==> src/rtl/master_port.sv <==
// Bit-serial master: accepts a local read/write request and shifts address/data to a serial slave.
// Optional read timeout is compiled in with `define MASTER_PORT_TIMEOUT_EN.
module master_port #(
  parameter int ADDR_WIDTH     = 12,
  parameter int DATA_WIDTH     = 8,
  parameter int TIMEOUT_CYCLES = 255
) (
  input  logic                  clk,
  input  logic                  rstn,
  input  logic                  dvalid,
  input  logic                  dmode,
  input  logic [ADDR_WIDTH-1:0] daddr,
  input  logic [DATA_WIDTH-1:0] dwdata,
  output logic                  dready,
  output logic [DATA_WIDTH-1:0] drdata,
  output logic                  drvalid,
  output logic                  ddone,
  output logic                  derr,
  output logic                  mwdata,
  output logic                  mmode,
  output logic                  mvalid,
  input  logic                  srdata,
  input  logic                  svalid,
  input  logic                  sready
);

  localparam int MAXW = (ADDR_WIDTH > DATA_WIDTH) ? ADDR_WIDTH : DATA_WIDTH;
  localparam int CW   = $clog2(MAXW) + 1;

  typedef enum logic [2:0] {
    IDLE, WAIT_READY, ADDR, WDATA, RWAIT, RDATA, DONE
  } state_t;

  state_t                state, nstate;
  logic [CW-1:0]         cnt;
  logic [ADDR_WIDTH-1:0] addr_sh;
  logic [DATA_WIDTH-1:0] data_sh;
  logic [DATA_WIDTH-1:0] rsh;
  logic                  mode_q;
  logic                  tmo;
  logic                  last_rbit;

  // The read bit that completes a word: RWAIT holds bit 0, RDATA gathers the rest.
  assign last_rbit = (state == RDATA) && svalid && (cnt == CW'(DATA_WIDTH-2));

`ifdef MASTER_PORT_TIMEOUT_EN
  localparam int TW = $clog2(TIMEOUT_CYCLES + 1);
  logic [TW-1:0] tcnt;
  logic          err_q;

  assign tmo = (tcnt == TW'(TIMEOUT_CYCLES-1)) && !svalid;

  always_ff @(posedge clk or negedge rstn) begin
    if (!rstn) begin
      tcnt  <= '0;
      err_q <= 1'b0;
    end else begin
      tcnt  <= (state == RWAIT) ? tcnt + 1'b1 : '0;
      err_q <= (state == RWAIT) && tmo;
    end
  end

  assign derr    = (state == DONE) && err_q;
  assign drvalid = (state == DONE) && !mode_q && !err_q;
`else
  logic unused_timeout;
  assign unused_timeout = (TIMEOUT_CYCLES > 0);
  assign tmo     = 1'b0;
  assign derr    = 1'b0;
  assign drvalid = (state == DONE) && !mode_q;
`endif

  always_comb begin
    nstate = state;
    case (state)
      IDLE:       if (dvalid) nstate = WAIT_READY;
      WAIT_READY: if (sready) nstate = ADDR;
      ADDR:       if (cnt == CW'(ADDR_WIDTH-1)) nstate = mode_q ? WDATA : RWAIT;
      WDATA:      if (cnt == CW'(DATA_WIDTH-1)) nstate = DONE;
      RWAIT: begin
        if (svalid)   nstate = RDATA;
        else if (tmo) nstate = DONE;
      end
      RDATA:      if (last_rbit) nstate = DONE;
      DONE:       nstate = IDLE;
      default:    nstate = IDLE;
    endcase
  end

  always_ff @(posedge clk or negedge rstn) begin
    if (!rstn) begin
      state   <= IDLE;
      cnt     <= '0;
      addr_sh <= '0;
      data_sh <= '0;
      rsh     <= '0;
      mode_q  <= 1'b0;
      drdata  <= '0;
    end else begin
      state <= nstate;
      if (nstate != state)
        cnt <= '0;
      else if (state == ADDR || state == WDATA || (state == RDATA && svalid))
        cnt <= cnt + 1'b1;

      if (state == IDLE && dvalid) begin
        addr_sh <= daddr;
        data_sh <= dwdata;
        mode_q  <= dmode;
      end
      if (state == ADDR)  addr_sh <= addr_sh >> 1;
      if (state == WDATA) data_sh <= data_sh >> 1;

      // Shift in from the top so the first bit received lands in bit 0.
      if ((state == RWAIT || state == RDATA) && svalid)
        rsh <= {srdata, rsh[DATA_WIDTH-1:1]};
      if (last_rbit)
        drdata <= {srdata, rsh[DATA_WIDTH-1:1]};
    end
  end

  assign dready = (state == IDLE);
  assign ddone  = (state == DONE);
  assign mvalid = (state == ADDR) || (state == WDATA);
  assign mmode  = (state != IDLE) && mode_q;
  assign mwdata = (state == ADDR)  ? addr_sh[0] :
                  (state == WDATA) ? data_sh[0] : 1'b0;

endmodule

==> config.mk <==
export PLATFORM = sky130hd
export DESIGN_NAME = master_port
export DESIGN_NICKNAME = d
export VERILOG_FILES = /design/src/rtl/master_port.sv
export SDC_FILE = /design/constraint.sdc
export NUM_CORES = 1
export LEC_CHECK = 0
export BUFFER_PORTS_ARGS = -buffer_cell sky130_fd_sc_hd__buf_2
export CAP_MARGIN = 40
export CORE_ASPECT_RATIO = 0.9
export CORE_UTILIZATION = 45
export CTS_BUF_LIST = sky130_fd_sc_hd__clkbuf_4 sky130_fd_sc_hd__clkbuf_8
export DETAILED_ROUTE_END_ITERATION = 8
export MAX_ROUTING_LAYER = met4
export PLACE_DENSITY = 0.67
export SYNTH_ARGS = -nofsm -noshare
export SYNTH_HDL_FRONTEND = slang
export SYNTH_SLANG_ARGS = --single-unit
==> constraint.sdc <==
create_clock -name clk -period 3 [get_ports clk]
set_input_delay 0.6 -clock clk [delete_from_list [all_inputs] [get_ports clk]]
set_output_delay 0.6 -clock clk [all_outputs]
set_load 0.05 [all_outputs]
==> summary.md, run 1 <==
| Metric | Value |
|---|---|
| Result of the run | finished clean |
| Post-CTS clock slew at the launch and capture registers of the worst setup and hold paths | 80 ps |
| Final-report hold violation count | 0 |
| Via count of the first global-routing pass | ~1,500 |
| Number of antenna violations at the first check in global routing | 0 |
| Die Y-Extent | 68.99 microns |
| Synth area leaders | sky130_fd_sc_hd__dfrtp_1 (49%), sky130_fd_sc_hd__mux2i_1 (9.8%), sky130_fd_sc_hd__mux2_1 (4.0%), sky130_fd_sc_hd__mux2_2 (4.0%), sky130_fd_sc_hd__nor2_1 (3.2%) |
| Worst clock skew on the final layout | 9.777 ps |
| Row Count | 23 |
| Worst slew margin relative to its limit | 60.46% |
| Wire length of the first global-routing pass | 6630 microns |
| Final #Nets | between 200 and 300 |
| Instance count of the mapped netlist | roughly 200 |
| Actual transition at the worst max-transition pin | between 500 and 600 ps |
| Setup Crit Path Kind | register to output pin |
| Synthesis-to-layout area growth | 13.33% |
| Cell type with the highest aggregate area in the netlist | sky130_fd_sc_hd__dfrtp_1 |
| Placement Setup Slack | a little over 900 ps |
| Non-filler cells in the finished layout | between 200 and 300 |
| #FFs+latches synth | 44 |
| Resized Gates After CTS | 0 |
| LEAKAGE | between 1 and 1.5 nW |
| Unique masters post-synth | between 40 and 50 |
| Achievable frequency | roughly 440 MHz |
| Max H-tree Level | 2 |
| Worst hold-check path type | input port to async pin |
| Basic-gate share of the synthesized area counting and, or, nand and nor cells | between 10% and 20% |
| Post-synthesis mux area share | about 18% |
| Critical path buffer and inverter count | 2 |
| Average wire length per cell after detail routing | ~13 microns |
| PwrDens | between 800 and 900 nW/um^2 |
| Crit. End Element | output pin |
| Max IR drop VDD | 0.4203 mV |
| Number of antenna diodes | 0 |
| Clock latency on the worst-skew pair | 290 ps |
| Part of the power in the clock network | between 10% and 20% |
| Post-layout minimum cycle time | ~2300 ps |
| Detailed-route via count | roughly 1,600 |
| Hold_ws | between 150 and 200 ps |
| CP max stage cell | sky130_fd_sc_hd__dfrtp_1 |
| CP cell instances | nand2b_1 > inv_2 > buf_2 |
| Arithmetic-cell share of the synthesized area counting full adders, half adders and majority gates | under 10% |
| Overflow after GRT | 0 |
| Clock tree from TritonCTS | built |
| Antenna Violating Nets Remaining | 0 |
| Total iterations of the first detailed-routing run | 4 |
| Share of total power in sequential cells | 43.7% |
| RSZ-0062 raised after global routing | no |
| Proportion of layout cells with a drive suffix above 1 | between 20% and 30% |
| Io pins | between 40 and 50 |
| Buffer type at the clock tree root | sky130_fd_sc_hd__clkbuf_8 |
| Fin Setup TNS | 0 ps |
| Crit path largest cell delay | between 500 and 600 ps |
| Residual DRC | 0 |
| Worst Slack Setup Final | a little over 700 ps |
| Setup violators final | 0 |
| Horiz. Die Dim | 76.43 microns |
| Xor and xnor area share after synthesis | around 1.2% |
| Number of hold-repair buffers added at the cts stage | 0 |
| Starting density of the core | roughly 49% |
| Switching share of power | between 30% and 40% |
| Wire length after detailed routing | about 4000 microns |
| Yosys synthesis warning count | 0 |
| Detailed placer's ending HPWL | about 2900 microns |
| Arrival time worst endpoint | ~1700 ps |
| Number of instances in the placed design | 291 |
| Maximum number of pins on one net before global-route repair | 36 |
| Post-synth net total | about 230 |
| Period utilization | around 76% |
| Iter 0 DRT Violations | 72 |
| Most frequent cells in the layout | sky130_fd_sc_hd__dfrtp_1 (44), sky130_fd_sc_hd__buf_2 (40), sky130_fd_sc_hd__mux2i_1 (22) |
| Filler instances | roughly 410 |
| Post-CTS Setup Inserts | 0 |
| Number of max-capacitance violations reported | 0 |
| Net load switching power | 0.7810 mW |
| Area enclosed by the die boundary | between 5000 and 6000 sq um |
| Max Root-Sink Buffers | 2 |
| Share of the synthesized area in the top cell type | about half |
| Tot GR Track Use | roughly 16% |
| Largest fanout of any net on the critical path | 10 |
| Netlist area before placement | around 2200 sq um |
| Kind of cell adding the most delay to the critical path | flip-flops |
| CP startpoint kind | register |
| Number of buffers created by CTS | 5 |
| Clk sinks | 44 |
| Via-per-instance ratio | about 5.2 |
| Leading cell type in the layout, fill and taps excluded | sky130_fd_sc_hd__dfrtp_1 |
| Number of buffers inserted by port buffering | 40 |
| Area of combinational cells with multiple inputs | 1013 sq um |
| Placer congestion estimate | 0.8267 |
| Comb power frac | 37.5% |
| Sequential-to-total area share from yosys stat | about half |
| Core Region | 4604 sq um |
| Dominant combinational cell family by area after synthesis | multiplexers |
| Max-slew violation count | 0 |
| Mean cell area of the mapped netlist | 11.27 sq um |
| P_int | about 1.3 mW |
| Sequential cell area | between 1000 and 1500 sq um |
| WP data required | between 2000 and 2500 ps |
| Area fraction in compound gates after synthesis | 11.88% |
==> per-stage QoR <==
step                      area (sq um)  util [%]  power [mW]
after global placement            2426     52.69       1.696
final                             2542     55.22       2.078
after CTS                         2542     55.22       2.100
after detailed placement          2446     53.13       1.707
after floorplan                   2248         -       1.607
after global routing              2542     55.22       2.225
==> synthesized netlist by cell type (all sizes together) <==
master   count
a2bb2oi      1
mux2i       22
mux2        16
nand4bb      1
nor3         1
clkbuf       1
inv          5
o21ai       12
o31a         1
nor2        19
nor3b        3
a22o         1
o32a         1
o22a         1
and2         2
nor2b        2
buf         12
o221ai       1
o22ai        4
a21o         1
xnor2        3
dfrtp       44
nor4bb       1
ha           2
and3b        1
conb         1
and3         1
nand3        2
a31oi        1
nand3b       1
nand4b       1
and2b        1
a211oi       2
a21oi       11
nand2b       2
a21boi       1
o21a         1
nand2       16
==> flip-flops by register name (all words and copies together), names as in the netlist <==
register	flops
data_sh	8
state	3
drdata	8
mode_q	1
rsh	7
cnt	5
addr_sh	12
==> layout make-up <==
| class | instances | share of cell area [%] |
|---|---|---|
| Inverter | 5 | 0.7382 |
| Multi-Input combinational cell | 137 | 39.86 |
| Sequential cell | 44 | 43.31 |
| Tap cell | 62 | 3.051 |
| Clock buffer | 7 | 3.789 |
| Timing Repair Buffer | 43 | 9.252 |
==> power groups by stage <==
stage               combinational [mW]  sequential [mW]  clock [mW]
global placement                 0.775            0.921           0
detailed placement               0.790            0.917           0
global route                     0.868            0.938       0.420
CTS                              0.789            0.907       0.403
floorplan                        0.763            0.844           0
finish                           0.780            0.909       0.390
==> layer usage <==
metal	global-route usage [%]	wire length, microns	vias up
li1	-	-	774
met1	21.02	1943	741
met2	27.03	1776	41
met3	4.342	220	2
met4	2.885	14	0
met5	-	0	-
==> worst reg2reg max path: cells and delay by family, from the launching register on <==
family	cells	cell delay, ps
buf+inv	1	350
compound gates	1	80
mux	1	230
simple gates	2	660
flops	1	610
==> path summary, 6_finish.rpt <==
check	cells past startpoint	slack, ps	from	endpoint
min in group clk	2	480	addr_sh[4]	addr_sh[3]
min	1	170	rstn	state[0]
min reg2reg	2	480	addr_sh[4]	addr_sh[3]
max in group asynchronous	2	2360	rstn	addr_sh[3]
max reg2reg	5	950	state[0]	data_sh[5]
max	3	710	state[2]	mvalid
==> cell families after synthesis <==
| kind of cell | Yosys count |
|---|---|
| flip-flops | 44 |
| XOR/XNOR | 3 |
| buffers and inverters | 18 |
| AO/OA/AOI/OAI | 39 |
| multiplexers | 38 |
| AND/OR/NAND/NOR | 54 |
| other | 1 |
| adder cells (fa/ha/maj) | 2 |
Power figures use the tool's default switching activity.
==> inputs of run 2 (changes only) <==
--- a/config.mk
+++ b/config.mk
@@ -12,7 +12,7 @@
 export CTS_BUF_LIST = sky130_fd_sc_hd__clkbuf_4 sky130_fd_sc_hd__clkbuf_8
 export DETAILED_ROUTE_END_ITERATION = 8
 export MAX_ROUTING_LAYER = met4
-export PLACE_DENSITY = 0.67
+export PLACE_DENSITY = 0.69
 export SYNTH_ARGS = -nofsm -noshare
 export SYNTH_HDL_FRONTEND = slang
 export SYNTH_SLANG_ARGS = --single-unit
==> constraint.sdc (replaced) <==
create_clock -name clk -period 2.1 [get_ports clk]
set_input_delay 0.42 -clock clk [delete_from_list [all_inputs] [get_ports clk]]
set_output_delay 0.42 -clock clk [all_outputs]
set_load 0.05 [all_outputs]
==> run 2 against run 1 <==
Against the previous run: clock power up 66%; cell area up 1.6%; combinational power up 51%; clock skew down 2.1 ps; global-route usage up 0.43 points; total power up 50%; clock-buffer cell count down 1; non-clock buffer count up 1; routed wire length down 1.9%; setup slack worse by 570 ps; sequential power up 41%; via count down 0.45%; largest power group unchanged.
==> summary.md, run 2 (synthesis gave the netlist of run 1 again) <==
| Metric | Value |
|---|---|
| Leading cell type in the layout, fill and taps excluded | sky130_fd_sc_hd__dfrtp_1 (unchanged) |
| Wire length of the first global-routing pass | 6534 microns (was 6630 microns) |
| CP startpoint kind | register (unchanged) |
| Max IR drop VDD | 0.7816 mV (was 0.4203 mV) |
| Number of buffers created by CTS | 5 (unchanged) |
| Crit path largest cell delay | 490 ps (was 530 ps) |
| Post-CTS clock slew at the launch and capture registers of the worst setup and hold paths | 80 ps (about the same) |
| Area of combinational cells with multiple inputs | 1030 sq um (was 1013 sq um) |
| Number of instances in the placed design | 292 (was 291) |
| Clock latency on the worst-skew pair | 300 ps (was 290 ps) |
| Placer congestion estimate | 0.7893 (was 0.8267) |
| Wire length after detailed routing | 3878 microns (was 3955 microns) |
| Setup violators final | 0 (unchanged) |
| Tot GR Track Use | 16.89% (was 16.46%) |
| Fin Setup TNS | 0 ps (unchanged) |
| R2R Path End | drdata[7] (was data_sh[5]) |
| Final #Nets | 266 (was 265) |
| Clock tree from TritonCTS | built (unchanged) |
| Proportion of layout cells with a drive suffix above 1 | 30.67% (was 28.39%) |
| Arrival time worst endpoint | 1540 ps (was 1690 ps) |
| Synthesis-to-layout area growth | 15.17% (was 13.33%) |
| Post-layout minimum cycle time | roughly 2000 ps |
| Sequential cell area | 1104 sq um (was 1101 sq um) |
| Number of antenna diodes | 0 (unchanged) |
| Most frequent cells in the layout | sky130_fd_sc_hd__dfrtp_1 (42), sky130_fd_sc_hd__buf_2 (40), sky130_fd_sc_hd__mux2i_1 (22) (was sky130_fd_sc_hd__dfrtp_1 (44), sky130_fd_sc_hd__buf_2 (40), sky130_fd_sc_hd__mux2i_1 (22)) |
| Via count of the first global-routing pass | 1,402 (was 1,463) |
| Reg-to-reg setup timing slack | 390 ps (was 950 ps) |
| Largest registers in the final layout | addr_sh x12, data_sh x8, drdata x8 (unchanged) |
| Max-slew violation count | 0 (unchanged) |
| Row Count | 23 (unchanged) |
| Worst hold-check path type | input port to async pin (unchanged) |
| Max H-tree Level | 2 (unchanged) |
| Max FFs per register | 12 (unchanged) |
| Setup Crit Path Kind | register to output pin (unchanged) |
| CP max stage cell | sky130_fd_sc_hd__dfrtp_2 (was sky130_fd_sc_hd__dfrtp_1) |
| LEAKAGE | 1.222 nW (was 1.206 nW) |
| Design Power | 3.109 mW (was 2.078 mW) |
| Period utilization | a little over 90% |
| Number of antenna violations at the first check in global routing | 0 (unchanged) |
| Iter 0 DRT Violations | 55 (was 72) |
| Filler instances | 424 (was 412) |
| Area enclosed by the die boundary | 5272 sq um (unchanged) |
| Horiz. Die Dim | 76.43 microns (unchanged) |
| Total iterations of the first detailed-routing run | 4 (unchanged) |
| PwrDens | 1203 nW/um^2 (was 817.3 nW/um^2) |
| Placement Setup Slack | 320.9 ps (was 934.0 ps) |
| Via-per-instance ratio | 5.170 (was 5.228) |
| Worst clock skew on the final layout | 7.660 ps (was 9.777 ps) |
| WP data required | 1680 ps (was 2400 ps) |
| Startpoint of the worst-slack reg-to-reg timing path | cnt[0] (was state[0]) |
| Average wire length per cell after detail routing | 12.93 microns (was 13.27 microns) |
| Antenna Violating Nets Remaining | 0 (unchanged) |
| Buffer type at the clock tree root | sky130_fd_sc_hd__clkbuf_8 (unchanged) |
| CP cell instances | nand2b_2 > nor2_1 > buf_2 (was nand2b_1 > inv_2 > buf_2) |
| Final-report hold violation count | 0 (unchanged) |
| Number of buffers inserted by port buffering | 40 (unchanged) |
| Clk sinks | 44 (unchanged) |
| Count of cells along the worst register-to-register path | 6 (was 5) |
| Worst slew margin relative to its limit | 63.55% (was 60.46%) |
| Overflow after GRT | 0 (unchanged) |
| Starting density of the core | 48.72% (unchanged) |
| Core Region | 4604 sq um (unchanged) |
| Largest fanout of any net on the critical path | 10 (unchanged) |
| Worst Slack Setup Final | 140.5 ps (was 705.8 ps) |
| Actual transition at the worst max-transition pin | 546.7 ps (was 593.1 ps) |
| RSZ-0062 raised after global routing | no (unchanged) |
| Io pins | 42 (unchanged) |
| Number of max-capacitance violations reported | 0 (unchanged) |
| Achievable frequency | 510.3 MHz |
| Non-filler cells in the finished layout | 300 (was 298) |
| Post-CTS Setup Inserts | 0 (unchanged) |
| Register containing the most flip-flops in the final layout | addr_sh (unchanged) |
| Die Y-Extent | 68.99 microns (unchanged) |
| Maximum number of pins on one net before global-route repair | 45 (was 36) |
| Detailed placer's ending HPWL | 2758 microns (was 2880 microns) |
| Crit. End Element | output pin (unchanged) |
| Result of the run | finished clean (unchanged) |
| Residual DRC | 0 (unchanged) |
| Detailed-route via count | 1,551 (was 1,558) |
| Max Root-Sink Buffers | 2 (unchanged) |
-- run 2: report_power, final --
| part | internal, mW | switching, mW |
|---|---|---|
| sequential | 1.09 | 0.196 |
| clock | 0.366 | 0.282 |
| combinational | 0.506 | 0.673 |
| total | 1.96 | 1.15 |
-- run 2: worst max-delay path, delay by kind of cell (launching register included) --
kind	cells	cell delay, ps
flops	1	490
simple gates	2	470
buf+inv	1	280
-- run 2: through the flow --
stage	utilization, %	hold WS (ps)	cell area [sq um]
after global routing	56.11	229.1	2584
final	56.11	188.7	2584
after detailed placement	53.59	470.0	2467
after global placement	53.59	464.3	2467
after CTS	56.03	208.7	2580
after floorplan	-	124.4	2263
-- run 2: what timing repair did --
action                     in CTS  in global routing
resized for setup               1                  2
hold buffers                    0                  0
setup endpoints to repair       2                  2
-- run 2: cell type report --
type                       instances  area share (%)
inverter                           5          0.7264
multi-input combinational        137           39.85
timing repair buffer              44           9.395
tap                               62           3.002
sequential                        44           42.71
clock inverter                     2           1.356
clock buffer                       6           2.954
-- run 2: per-layer routing --
metal / routed length [microns] / GRT usage, %
met1: 1923 / 21.18
met2: 1693 / 25.68
met3: 199 / 4.737
met4: 62 / 7.933
met5: 0 / -
-- run 2: how the worst max path moves through the flow --
stage	startpoint	endpoint	slack, ps
after detailed placement	state[2]	drvalid	320
final	state[2]	mwdata	140
after global placement	state[2]	mvalid	360
after floorplan	state[0]	drvalid	50
after global routing	state[2]	mwdata	40
after CTS	state[1]	mvalid	10
==> inputs of run 3 (changes only) <==
--- a/config.mk
+++ b/config.mk
@@ -5,6 +5,7 @@
 export SDC_FILE = /design/constraint.sdc
 export NUM_CORES = 1
 export LEC_CHECK = 0
+export ABC_AREA = 1
 export BUFFER_PORTS_ARGS = -buffer_cell sky130_fd_sc_hd__buf_2
 export CAP_MARGIN = 40
 export CORE_ASPECT_RATIO = 0.9
@@ -12,7 +13,7 @@
 export CTS_BUF_LIST = sky130_fd_sc_hd__clkbuf_4 sky130_fd_sc_hd__clkbuf_8
 export DETAILED_ROUTE_END_ITERATION = 8
 export MAX_ROUTING_LAYER = met4
-export PLACE_DENSITY = 0.69
+export PLACE_DENSITY = 0.7
 export SYNTH_ARGS = -nofsm -noshare
 export SYNTH_HDL_FRONTEND = slang
 export SYNTH_SLANG_ARGS = --single-unit
==> run 3 against run 2 <==
Against the previous run: highest routed layer unchanged; critical path type unchanged; critical endpoint unchanged; register-to-register slack better by 100 ps; final cell count is 24% higher; routed wire length is 8.9% higher.
==> summary.md, run 3 <==
| Metric | Value |
|---|---|
| Result of the run | finished clean (unchanged) |
| Total iterations of the first detailed-routing run | 5 (was 4) |
| Design Power | 3.219 mW (was 3.109 mW) |
| Placer congestion estimate | 0.7732 (was 0.7893) |
| LEAKAGE | 1.290 nW (was 1.222 nW) |
| Clk sinks | 44 (unchanged) |
| Most frequent cells in the layout | sky130_fd_sc_hd__nand2_1 (63), sky130_fd_sc_hd__o21ai_0 (44), sky130_fd_sc_hd__dfrtp_1 (43) (was sky130_fd_sc_hd__dfrtp_1 (42), sky130_fd_sc_hd__buf_2 (40), sky130_fd_sc_hd__mux2i_1 (22)) |
| Cell type with the highest aggregate area in the netlist | sky130_fd_sc_hd__dfrtp_1 (unchanged) |
| Max H-tree Level | 2 (unchanged) |
| Area enclosed by the die boundary | 5181 sq um (was 5272 sq um) |
| Horiz. Die Dim | 75.76 microns (was 76.43 microns) |
| Wire length after detailed routing | 4223 microns (was 3878 microns) |
| Core Region | 4576 sq um (was 4604 sq um) |
| Instance count of the mapped netlist | 272 (was 199) |
| Sequential-to-total area share from yosys stat | 49.97% (was 49.08%) |
| Max IR drop VDD | 0.5856 mV (was 0.7816 mV) |
| Area of combinational cells with multiple inputs | 874.6 sq um (was 1030 sq um) |
| PwrDens | 1262 nW/um^2 (was 1203 nW/um^2) |
| Wire length of the first global-routing pass | 6782 microns (was 6534 microns) |
| Setup violators final | 0 (unchanged) |
| CP cell instances | inv_2 > nand2_2 > nor2_4 > inv_2 > o22ai_2 > buf_4 (was nand2b_2 > nor2_1 > buf_2) |
| Final #Nets | 339 (was 266) |
| Mean cell area of the mapped netlist | 8.101 sq um (was 11.27 sq um) |
| Register containing the most flip-flops in the final layout | addr_sh (unchanged) |
| Net load switching power | 1.378 mW (was 1.150 mW) |
| Overflow after GRT | 0 (unchanged) |
| Starting density of the core | 48.15% (was 48.72%) |
| Async SR Flop Fraction | 100.0% (unchanged) |
| Final-report hold violation count | 0 (unchanged) |
| Row Count | 23 (unchanged) |
| Clock tree from TritonCTS | built (unchanged) |
| Most frequent cell after synthesis | sky130_fd_sc_hd__nand2_1 (was sky130_fd_sc_hd__dfrtp_1) |
| Detailed placer's ending HPWL | 2918 microns (was 2758 microns) |
| Kind of cell adding the most delay to the critical path | flip-flops (unchanged) |
| Number of hold-repair buffers added at the cts stage | 0 (unchanged) |
| Yosys synthesis warning count | 0 (unchanged) |
| Period utilization | 95.24% (was 93.31%) |
| Number of buffers inserted by port buffering | 40 (unchanged) |
| Proportion of layout cells with a drive suffix above 1 | 22.51% (was 30.67%) |
| Switching share of power | 42.81% (was 37.01%) |
| RSZ-0062 raised after global routing | no (unchanged) |
| Max Root-Sink Buffers | 2 (unchanged) |
| CP max stage cell | sky130_fd_sc_hd__dfrtp_2 (unchanged) |
| Achievable frequency | 500.0 MHz (was 510.3 MHz) |
| Hold_ws | 179.7 ps (was 188.7 ps) |
| Number of max-capacitance violations reported | 0 (unchanged) |
| Post-synth net total | 301 (was 228) |
| Post-CTS clock slew at the launch and capture registers of the worst setup and hold paths | 90 ps (was 80 ps) |
| Setup Crit Path Kind | register to output pin (unchanged) |
| Via count of the first global-routing pass | 1,483 (was 1,402) |
| Number of antenna violations at the first check in global routing | 0 (unchanged) |
| Io pins | 42 (unchanged) |
| Maximum number of pins on one net before global-route repair | 45 (unchanged) |
| Netlist area before placement | 2203 sq um (was 2243 sq um) |
| Number of buffers created by CTS | 5 (unchanged) |
| Synthesis-to-layout area growth | 15.79% (was 15.17%) |
| Die Y-Extent | 68.39 microns (was 68.99 microns) |
| Iter 0 DRT Violations | 103 (was 55) |
| P_int | 1.841 mW (was 1.958 mW) |
| Reg-to-reg setup timing slack | 490 ps (was 390 ps) |
| Leading cell type in the layout, fill and taps excluded | sky130_fd_sc_hd__nand2_1 (was sky130_fd_sc_hd__dfrtp_1) |
| Unique masters post-synth | 28 (was 47) |
| Number of enable flip-flop cells after synthesis | 0 (unchanged) |
| Share of the synthesized area in the top cell type | 49.97% (was 49.08%) |
| Buffer type at the clock tree root | sky130_fd_sc_hd__clkbuf_8 (unchanged) |
| Synth area leaders | sky130_fd_sc_hd__dfrtp_1 (50%), sky130_fd_sc_hd__nand2_1 (11%), sky130_fd_sc_hd__o21ai_0 (10%), sky130_fd_sc_hd__inv_1 (7.0%), sky130_fd_sc_hd__nor2_1 (2.9%) (was sky130_fd_sc_hd__dfrtp_1 (49%), sky130_fd_sc_hd__mux2i_1 (9.8%), sky130_fd_sc_hd__mux2_1 (4.0%), sky130_fd_sc_hd__mux2_2 (4.0%), sky130_fd_sc_hd__nor2_1 (3.2%)) |
| Crit path largest cell delay | 490 ps (about the same) |
| Max FFs per register | 12 (unchanged) |
| Filler instances | 417 (was 424) |
| Residual DRC | 0 (unchanged) |
| Via-per-instance ratio | 4.643 (was 5.170) |
| Sequential cell area | 1102 sq um (was 1104 sq um) |
| CP startpoint kind | register (unchanged) |
| Average wire length per cell after detail routing | 11.32 microns (was 12.93 microns) |
| Part of the power in the clock network | 21.3% (was 20.8%) |
| Worst slew margin relative to its limit | 63.02% (was 63.55%) |
| #FFs+latches synth | 44 (unchanged) |
| Number of antenna diodes | 0 (unchanged) |
| Most instantiated flip-flop cell in the synthesis netlist | sky130_fd_sc_hd__dfrtp_1 (unchanged) |
| Tot GR Track Use | 18.55% (was 16.89%) |
| Clock latency on the worst-skew pair | 310 ps (was 300 ps) |
| Detailed-route via count | 1,732 (was 1,551) |
| WP data required | 1680 ps (about the same) |
| Share of total power in sequential cells | 37.4% (was 41.2%) |
| Actual transition at the worst max-transition pin | 554.6 ps (was 546.7 ps) |
| Fin Setup TNS | 0 ps (unchanged) |
| Synth cell count leaders | sky130_fd_sc_hd__nand2_1 (63), sky130_fd_sc_hd__dfrtp_1 (44), sky130_fd_sc_hd__o21ai_0 (44) (was sky130_fd_sc_hd__dfrtp_1 (44), sky130_fd_sc_hd__mux2i_1 (22), sky130_fd_sc_hd__nor2_1 (19)) |
| Most repeated library cell on the critical path | sky130_fd_sc_hd__inv_2 |
| Comb power frac | 41.3% (was 37.9%) |
| Max-slew violation count | 0 (unchanged) |
| Crit. End Element | output pin (unchanged) |
| Non-filler cells in the finished layout | 373 (was 300) |
| Largest fanout of any net on the critical path | 16 (was 10) |
| Post-layout minimum cycle time | 2000 ps (was 1959 ps) |
| Antenna Violating Nets Remaining | 0 (unchanged) |
| Critical path buffer and inverter count | 3 (was 1) |
| Worst clock skew on the final layout | 6.025 ps (was 7.660 ps) |
| Number of instances in the placed design | 365 (was 292) |
| Final cell utilization of the core | 55.76% (was 56.11%) |
| Arrival time worst endpoint | 1580 ps (was 1540 ps) |
| Largest registers in the final layout | addr_sh x12, data_sh x8, drdata x8 (unchanged) |
| Worst hold-check path type | input port to async pin (unchanged) |
-- run 3: path summary, 6_finish.rpt --
path                                   end      from  cells after the start
worst max-delay path                mwdata  state[2]                      6
worst max register to register  addr_sh[0]  state[0]                      7
worst min-delay path                mode_q      rstn                      2
max in group asynchronous         state[2]      rstn                      2
min in group clk                    mode_q     dmode                      3
worst min register to register      rsh[1]    rsh[1]                      2
-- run 3: logic make-up (layout without fill, tap and decap cells) --
family	Yosys count	after routing	synth area share (%)
xor gates and xnor gates	3	3	1.193
AOI/OAI and AO/OA	58	58	13.80
adders and majority gates	2	2	1.136
DFF	44	44	49.97
buffers and inverters	55	94	10.85
and+or+nand+nor	108	108	22.37
muxes	1	1	0.5110
other	1	1	0.1702
-- run 3: power groups by stage --
stage	clock network, mW	registers [mW]	logic, mW
floorplan	0	1.17	1.16
global placement	0	1.21	1.30
detailed placement	0	1.22	1.32
CTS	0.704	1.20	1.33
global route	0.735	1.23	1.51
finish	0.685	1.21	1.33
-- run 3: routing by layer --
| layer | vias up | GRT usage [%] | part of all wire (%) |
|---|---|---|---|
| li1 | 933 | - | - |
| met4 | 0 | 6.250 | 1.6 |
| met5 | - | - | 0 |
| met3 | 8 | 5.891 | 3.8 |
| met2 | 23 | 26.66 | 44 |
| met1 | 768 | 24.67 | 51 |
-- run 3: cell type report --
type | instances | area share (%)
Multi-Input combinational cell | 173 | 34.28
Clock buffer | 5 | 2.697
Clock inverter | 3 | 1.815
Sequential cell | 44 | 43.21
Tap cell | 62 | 3.041
Timing Repair Buffer | 41 | 8.239
Inverter | 45 | 6.719
-- run 3: repair_timing --
item,in CTS,in global routing
gates resized for setup,1,2
endpoints found under the setup margin,1,1
setup buffers,0,0
-- run 3: stage by stage --
step | cell area [sq um] | worst slack, ps
6_report | 2551 | 100.0
5_1_grt | 2551 | 15.72
4_1_cts | 2545 | 13.11
3_5_place_dp | 2427 | 330.7
3_3_place_gp | 2427 | 353.5
2_1_floorplan | 2210 | 52.86
